==> src/rtl/xip_line_cache.sv <==
// xip_line_cache: direct-mapped, read-only line cache in front of the QSPI XIP flash controller.
// Optional hit/miss statistics counters are built when XIP_CACHE_STATS_EN is defined.
module xip_line_cache #(
   parameter int NUM_LINES     = 16,
   parameter int LINE_SIZE     = 16,
   parameter int CAPTURE_DELAY = 2
) (
   input  logic                   clk,
   input  logic                   rst_n,
   input  logic                   req,
   input  logic [23:0]            addr,
   output logic                   ready,
   output logic [31:0]            rdata,
   input  logic                   flush,
   output logic                   fill_rd,
   output logic [23:0]            fill_addr,
   input  logic                   fill_done,
   input  logic [LINE_SIZE*8-1:0] fill_line
`ifdef XIP_CACHE_STATS_EN
   ,
   output logic [31:0]            hit_count,
   output logic [31:0]            miss_count
`endif
);
   localparam int OFF = $clog2(LINE_SIZE);
   localparam int IDX = $clog2(NUM_LINES);
   localparam int TW  = 24 - OFF - IDX;
   localparam int CW  = $clog2(CAPTURE_DELAY + 2);
   typedef enum logic [2:0] {IDLE, FILL, WAIT, CAPT, RESP} state_t;
   state_t                 state, state_nx;
   logic [NUM_LINES-1:0]   valid;
   logic [TW-1:0]          tags [NUM_LINES];
   logic [LINE_SIZE*8-1:0] lines [NUM_LINES];
   logic [CW-1:0]          cnt;
   logic                   poison;
   logic [IDX-1:0]         idx, fidx;
   logic [OFF+2:0]         rbit;
   logic                   lookup_hit, hit, miss, capture;
   assign idx  = addr[OFF+IDX-1:OFF];
   assign fidx = fill_addr[OFF+IDX-1:OFF];
   // bit offset of the addressed 32-bit word inside a line (addr is held stable through a fill)
   assign rbit = {addr[OFF-1:0] & ~OFF'(3), 3'b000};
   // a same-cycle flush wins over the lookup, so it forces a miss
   assign lookup_hit = !flush && valid[idx] && tags[idx] == addr[23:OFF+IDX];
   // state register
   always_ff @(posedge clk or negedge rst_n) begin
      if (!rst_n) state <= IDLE;
      else        state <= state_nx;
   end
   // next-state and per-state control strobes
   always_comb begin
      state_nx = state;
      fill_rd  = 1'b0;
      ready    = 1'b0;
      hit      = 1'b0;
      miss     = 1'b0;
      capture  = 1'b0;
      case (state)
         IDLE: if (req) begin
            hit      = lookup_hit;
            miss     = !lookup_hit;
            state_nx = lookup_hit ? RESP : FILL;
         end
         FILL: begin
            fill_rd  = 1'b1;
            state_nx = WAIT;
         end
         WAIT: state_nx = fill_done ? CAPT : WAIT;
         CAPT: if (cnt <= CW'(1)) begin
            capture  = 1'b1;
            state_nx = RESP;
         end
         RESP: begin
            ready    = 1'b1;
            state_nx = IDLE;
         end
         default: state_nx = IDLE;
      endcase
   end
   // valid bits, fill bookkeeping, capture delay and the registered read word
   always_ff @(posedge clk or negedge rst_n) begin
      if (!rst_n) begin
         valid     <= '0;
         rdata     <= '0;
         fill_addr <= '0;
         cnt       <= '0;
         poison    <= 1'b0;
      end else begin
         if (flush)                  valid       <= '0;
         else if (capture && !poison) valid[fidx] <= 1'b1;
         if (miss) begin
            fill_addr <= {addr[23:OFF], OFF'(0)};
            poison    <= 1'b0;
         end else if (flush && (state == FILL || state == WAIT || state == CAPT)) begin
            poison    <= 1'b1;
         end
         if (state == WAIT && fill_done) cnt <= CW'(CAPTURE_DELAY);
         else if (state == CAPT)         cnt <= cnt - CW'(1);
         if (hit)          rdata <= lines[idx][rbit +: 32];
         else if (capture) rdata <= fill_line[rbit +: 32];
      end
   end
   // line data and tags need no reset: they are qualified by valid
   always_ff @(posedge clk) begin
      if (capture) begin
         lines[fidx] <= fill_line;
         tags[fidx]  <= fill_addr[23:OFF+IDX];
      end
   end
`ifdef XIP_CACHE_STATS_EN
   // saturating hit/miss counters, cleared only by reset
   always_ff @(posedge clk or negedge rst_n) begin
      if (!rst_n) begin
         hit_count  <= '0;
         miss_count <= '0;
      end else begin
         if (hit && hit_count != '1)   hit_count  <= hit_count + 32'd1;
         if (miss && miss_count != '1) miss_count <= miss_count + 32'd1;
      end
   end
`endif
endmodule

==> config.mk <==
export PLATFORM = sky130hd
export DESIGN_NAME = xip_line_cache
export DESIGN_NICKNAME = d
export VERILOG_FILES = /design/src/rtl/xip_line_cache.sv
export SDC_FILE = /design/constraint.sdc
export NUM_CORES = 2
export LEC_CHECK = 0
export BUFFER_PORTS_ARGS = -buffer_cell sky130_fd_sc_hd__buf_2
export CELL_PAD_IN_SITES_DETAIL_PLACEMENT = 1
export CELL_PAD_IN_SITES_GLOBAL_PLACEMENT = 1
export CORE_MARGIN = 1.5
export CORE_UTILIZATION = 40
export DETAILED_ROUTE_END_ITERATION = 10
export PLACE_DENSITY_LB_ADDON = 0.1
export SLEW_MARGIN = 10
export SYNTH_ARGS = -nofsm -noshare
export SYNTH_HDL_FRONTEND = slang
export SYNTH_SLANG_ARGS = --single-unit
==> constraint.sdc <==
create_clock -name clk -period 50.4 [get_ports clk]
set_input_delay 5.04 -clock clk [delete_from_list [all_inputs] [get_ports clk]]
set_output_delay 5.04 -clock clk [all_outputs]
set_load 0.01 [all_outputs]
## Yosys cells after proc, flatten, opt, wreduce, memory -nomap -nowiden

Memories as Yosys holds them, arrays and structs flattened.
Index checks and enable logic that the tools add are counted.

- Memories kept: 2
- Bits in writable memories: 2,304
- Bits of input ports: 157
- Flip-flop bits (word level): 74
- Word-level logic and storage cells: 67
- Output and inout port bits: 58

- $lt $le $gt $ge: 4
- Reduce and logical (&&, ||, !) cells: 17
- Bitwise logic cells: 1
- Muxes and demuxes: 27
- Shift operators: 2
- Add/subtract/negate cells: 1
- Equality and inequality tests: 7

Memories:

| name | depth | bits a word | read ports | clocked after Yosys merged registers in | wr ports | RTL line | source |
|---|---|---|---|---|---|---|---|
| lines | 16 | 128 | 1 | 0 | 1 | 33 | `logic [LINE_SIZE*8-1:0] lines [NUM_LINES];` |
| tags | 16 | 16 | 1 | 0 | 1 | 32 | `logic [TW-1:0] tags [NUM_LINES];` |

Operator list:

| operator | number |
|---|---|
| $shiftx 128x8->32 | 2 |
| $mux 32 | 2 |
| $mux 16 | 2 |
| $eq 16x16->1 | 1 |
| $or 16x16->16 | 1 |
| $mux 1 | 15 |
| $pmux 3 s4 | 1 |
| $lt 4x5->1 const B | 2 |
| $mux 3 | 3 |
| $reduce_bool 2->1 | 4 |
| $eq 3x2->1 const B | 2 |
| $logic_and 1x1->1 | 6 |
| $bmux 1 s4 | 1 |
| $demux 1 s4 | 1 |
| $ge 4x1->1 const B | 1 |
| $mux 2 | 2 |
| $ne 2x2->1 const B | 2 |
| $eq 3x1->1 const B | 1 |
| $eq 3x3->1 const B | 1 |
| $logic_not 1->1 | 3 |
| $logic_not 3->1 | 1 |
| $le 2x1->1 const B | 1 |
| $logic_or 1x1->1 | 2 |
| $reduce_and 2->1 | 1 |
| $sub 2x1->2 const B | 1 |

## Depth between registers and ports, before layout

- Depth after elaboration: 8
- Depth in mapped cells: 17
- Gate-level depth less buffers: 11

## Worst setup path after synthesis

OpenSTA, ideal clock, no wires.

- Kind: register to register
- Start: register state[1]
- End: memory lines[2][0] (netlist bit) (enable)
- Setup time: 1.000 ns
- Arrival time: 14.824 ns
- Path buffers: 1
- Data required time: 49.400 ns
- Path slack: 34.576 ns
- Stages on the path, launching flop included: 7
- Clock period less this slack: 15.824 ns
- Cell sequence: dfrtp_1 -> clkbuf_1 -> nor2b_1 -> nand2_1 -> nor2_1 -> nand2_1 -> nor4_1

- Word-level cells in the longest chain between the ends: 4

Ends and longest elaborated chain:

| what | RTL line | source |
|---|---|---|
| from (decl) | 30 | `state_t state, state_nx;` |
| from (signal assigned) | 48 | `else state <= state_nx;` |
| $eq 3x2->1 | 58 | `case (state)` |
| $mux 1 | 58 |  |
| $mux 1 | 105 | `if (capture) begin` |
| $mux 1 (not written as such) | 106 | `lines[fidx] <= fill_line;` |
| to (decl) | 33 |  |

Every way passes these cells.

## Final worst setup path

- Start: input port addr[5]
- End: register rdata[9]

- Word-level cells in the longest chain between the ends: 7
- Elaborated cells between the ends (all ways): 12
- Classes of those cells: 1 x eq/ne; 1 x shift; 5 x mux; 3 x reduce/logical; 2 x memory

Ends and longest elaborated chain:

| what | RTL line | source |
|---|---|---|
| from (decl) | 11 | `input logic [23:0] addr,` |
| parallel branches: the longest is 7 deep, another holds $mem_v2 16x128 | n/a |  |
| to (signal assigned) | 99 | `if (hit) rdata <= lines[idx][rbit +: 32];` |
| to (signal assigned) | 100 | `else if (capture) rdata <= fill_line[rbit +: 32];` |
| to (decl) | 13 | `output logic [31:0] rdata,` |

Parallel ways; which one is timed is not known. The select of a mux whose other input is x is not followed.
A chain may end at the register's enable or synchronous reset.

==> reports/results.md <==
| Result | This run |
|---|---|
| Status | complete, no violations |
| Synthesized area per cell | 22.6 um^2 |
| H-tree lvl count | 5 |
| Die span in x | 484 um |
| Count of warnings emitted by yosys | 0 |
| First-pass GRT wire length | 364,000 um |
| Routability Congestion | 0.705 |
| Number of nets with antenna violations after routing | 0 |
| Number of flops mapped to enable cells by yosys | 2,304 |
| Register bit total from synthesis | 2,378 |
| Number of slew-limit violations in the final report | 0 |
| Arrival time at the worst endpoint | 11.48 ns |
| Signed area change from the synthesized netlist to the final layout | 14.5% |
| DRC marker count from the first detailed-route iteration | 4,071 |
| Worst Setup End Kind | flip-flop |
| Critical Path Start Type | primary input |
| Required @ worst endpoint | 51.16 ns |
| Clock skew | 0.0372 ns |
| Clock period minus worst slack | 10.73 ns |
| Most common cell in the synthesized netlist | sky130_fd_sc_hd__edfxtp_1 |
| Main synth FF type | sky130_fd_sc_hd__edfxtp_1 |
| Final setup fails | 0 |
| Largest cells by area after synthesis | sky130_fd_sc_hd__edfxtp_1 75%, sky130_fd_sc_hd__mux4_2 16%, sky130_fd_sc_hd__dfrtp_1 2.0% |
| Vias in the first global route | 47.3k |
| Number of different library cells in the post-synthesis netlist | 63 |
| Worst Hold Margin | 0.488 ns |
| Cell accounting for the most synthesized area | sky130_fd_sc_hd__edfxtp_1 |
| Mapped Area | 92,500 um^2 |
| Clk pin slew, worst setup/hold paths | 0.06 ns |
| Half-perimeter wire length after placement | 131,000 um |
| Floorplan Core Area | 230,000 um^2 |
| Worst setup path start | addr[5] |
| Maximum VDD drop | 0.0299 mV |
| Std-Cell Rows | 176 |
| Overall die area | 234,000 um^2 |
| Worst slew margin relative to its limit | 27.2% |
| Number of clock sinks | 2,378 |
| I/O pin cnt | 215 |
| Share of the yosys chip area belonging to registers | 76.8% |
| Total via count in the routed design | 44.0k |
| Top cell types by occurrence after synthesis | 2,304 x sky130_fd_sc_hd__edfxtp_1, 664 x sky130_fd_sc_hd__mux4_2, 152 x sky130_fd_sc_hd__mux2i_1 |
| Static leakage | 33.8 nW |
| Num CTS Buffers | 281 |
| Number of instances in the synthesized netlist | 4,084 |
| Setup Total Neg Slack | 0 ns |
| Multi-input logic area | 20,400 um^2 |
| Highest Clock Rate | 93.2 MHz |
| Total count of hold-check failures in the final report | 0 |
| Setup repair after global routing missed its margin | no |
| Worst min-delay path category | flip-flop to flip-flop |
| Maximum number of buffers from clock root to sink | 4 |
| Number of vias per cell | 5.74 |
| Post-CTS Resized | 0 |
| Count of input and output buffers | 208 |
| Routed wire length per instance | 33.3 um |
| Buffers inserted during post-CTS setup optimization | 0 |
| Number of hold-repair buffers added at the cts stage | 0 |
| Tcrit/Tclk final | 21.3% |
| Area share of the largest cell type after synthesis | 74.8% |
| Final #Nets | 4,596 |
| Post-route DRC | 0 |
| Initial core utilization | 40.2% |
| Fraction of final layout cells with drive strength greater than 1 | 29.9% |
| Pin count of the biggest net entering global routing | 98 |
| Height of the die | 484 um |
| GR Overflow Total | 0 |
| Critical R2R Launch | state[1] |
| Combined flip-flop and latch cell area | 71,000 um^2 |
| Router iterations before antenna repair | 5 |
| Total of max-cap violations | 0 |
| Detailed-route wire length | 255,000 um |
| Areal power density over the cells | 44.2 nW/um^2 |
| Setup CP Type | primary input to flip-flop |
| Number of antenna violations at the first check in global routing | 67 |
| Slew of the pin with the lowest slew margin | 1.09 ns |
| Fill cells | 20.7k |
| Maximum fanout encountered on the critical timing path | 60 |
| Startpoint of the tightest hold check path | valid[12] |
| Fraction of registers with async set or reset after synthesis | 3.11% |
| Clock insertion delay at the later pin of the skew report | 0.92 ns |
| TritonCTS clock tree | done |
| Root Buffer Master | sky130_fd_sc_hd__clkbuf_16 |
| Total Routing Usage GR | 22.0% |
==> worst max-delay path, cell delays in order <==
cell	delay, ns
sky130_fd_sc_hd__buf_8	0.39
sky130_fd_sc_hd__buf_4	0.81
sky130_fd_sc_hd__buf_4	0.85
sky130_fd_sc_hd__mux4_2	0.59
sky130_fd_sc_hd__mux2i_1	0.22
sky130_fd_sc_hd__nor2_1	0.07
sky130_fd_sc_hd__a2111oi_0	0.38
sky130_fd_sc_hd__a31oi_1	0.10
sky130_fd_sc_hd__nor3_2	0.44
sky130_fd_sc_hd__nand3_4	0.64
sky130_fd_sc_hd__buf_4	0.64
sky130_fd_sc_hd__mux2i_1	0.21
sky130_fd_sc_hd__a21oi_1	0.81
sky130_fd_sc_hd__a21oi_1	0.16
==> layout by cell type, fill, tap and decap left out, types with 5 or more instances in the layout <==
master | synthesis | layout
sky130_fd_sc_hd__buf_12 | 0 | 14
sky130_fd_sc_hd__edfxtp_1 | 2304 | 2304
sky130_fd_sc_hd__mux4_2 | 664 | 664
sky130_fd_sc_hd__a211o_1 | 5 | 5
sky130_fd_sc_hd__buf_4 | 24 | 84
sky130_fd_sc_hd__o21ai_1 | 28 | 28
sky130_fd_sc_hd__nand2_1 | 139 | 139
sky130_fd_sc_hd__nand4_1 | 5 | 5
sky130_fd_sc_hd__a211oi_1 | 24 | 24
sky130_fd_sc_hd__mux2_1 | 21 | 21
sky130_fd_sc_hd__bufinv_16 | 0 | 17
sky130_fd_sc_hd__a31oi_1 | 15 | 15
sky130_fd_sc_hd__xor2_1 | 7 | 7
sky130_fd_sc_hd__clkinv_1 | 0 | 50
sky130_fd_sc_hd__o21ai_0 | 8 | 8
sky130_fd_sc_hd__clkinvlp_4 | 0 | 7
sky130_fd_sc_hd__nor3_1 | 13 | 6
sky130_fd_sc_hd__a21oi_1 | 106 | 106
sky130_fd_sc_hd__a21boi_0 | 28 | 28
sky130_fd_sc_hd__o211ai_1 | 17 | 17
sky130_fd_sc_hd__nor3_2 | 1 | 8
sky130_fd_sc_hd__nor2b_1 | 26 | 26
sky130_fd_sc_hd__nand3_1 | 13 | 13
sky130_fd_sc_hd__xnor2_1 | 9 | 9
sky130_fd_sc_hd__clkbuf_8 | 0 | 15
sky130_fd_sc_hd__mux2_2 | 27 | 27
sky130_fd_sc_hd__clkinv_2 | 0 | 27
sky130_fd_sc_hd__a22oi_1 | 7 | 7
sky130_fd_sc_hd__clkbuf_1 | 56 | 66
sky130_fd_sc_hd__clkbuf_16 | 0 | 290
sky130_fd_sc_hd__nor2_1 | 87 | 78
sky130_fd_sc_hd__nand2b_1 | 9 | 9
sky130_fd_sc_hd__nor2_4 | 0 | 9
sky130_fd_sc_hd__mux2i_1 | 152 | 152
sky130_fd_sc_hd__buf_2 | 117 | 202
sky130_fd_sc_hd__dfrtp_1 | 74 | 74
sky130_fd_sc_hd__diode_2 | 0 | 14
==> power breakdown <==
part	internal [mW]	switching (mW)
Clock	1.16	0.775
Sequential	2.30	0.0705
Combinational	0.134	0.247
Total	3.59	1.09
==> registers in the layout, summed over array words and instances (netlist names) <==
name	cells
fill_addr	20
rdata	32
lines	2048
cnt	2
valid	16
state	3
poison	1
tags	256
==> per-stage QoR <==
step	setup WS, ns	utilization (%)	instances	power (mW)	area [um^2]
after floorplan	34.58	-	4087	2.61	92500
after global placement	38.58	42.3	7181	2.79	97200
after detailed placement	38.59	42.3	7181	2.80	97200
after CTS	39.57	46.1	7657	4.74	106000
after global routing	39.34	46.1	7662	4.84	106000
final	39.67	46.1	7671	4.68	106000
==> area by class of cell <==
| class | count | area share [%] |
|---|---|---|
| antenna | 14 | 0.0331 |
| multi-input combinational | 1465 | 19.2 |
| clock inverter | 105 | 0.877 |
| sequential | 2378 | 67.1 |
| inverter | 7 | 0.0343 |
| tap | 3026 | 3.57 |
| timing repair buffer | 305 | 1.88 |
| clock buffer | 371 | 7.28 |
==> metal layers <==
layer | routed length (um) | global-route usage [%] | vias to the layer above
li1 | - | - | 18000
met1 | 112000 | 30.9 | 24500
met2 | 125000 | 35.6 | 1113
met3 | 13100 | 4.02 | 368
met4 | 5120 | 5.26 | 26
met5 | 176 | 0 | -
==> kinds of logic after synthesis <==
kind of cell / synth area share [%]
xor gates and xnor gates: 0.152
DFF: 76.8
other: 0.00406
buffers and inverters: 1.28
AOI/OAI and AO/OA: 1.79
and+or+nand+nor: 1.52
adders and majority gates: 0.0135
muxes: 18.4
==> worst paths after layout <==
| check | endpoint | slack [ns] | depth (start not counted) |
|---|---|---|---|
| min in group asynchronous | fill_addr[4] | 4.11 | 1 |
| setup reg to reg | lines[7][8] | 44.26 | 9 |
| setup / recovery | rdata[9] | 39.67 | 14 |
| hold reg to reg | valid[12] | 0.49 | 2 |
| max in group asynchronous | rdata[5] | 44.73 | 2 |
| hold / removal | valid[12] | 0.49 | 2 |
(Power assumes the default switching activity.)
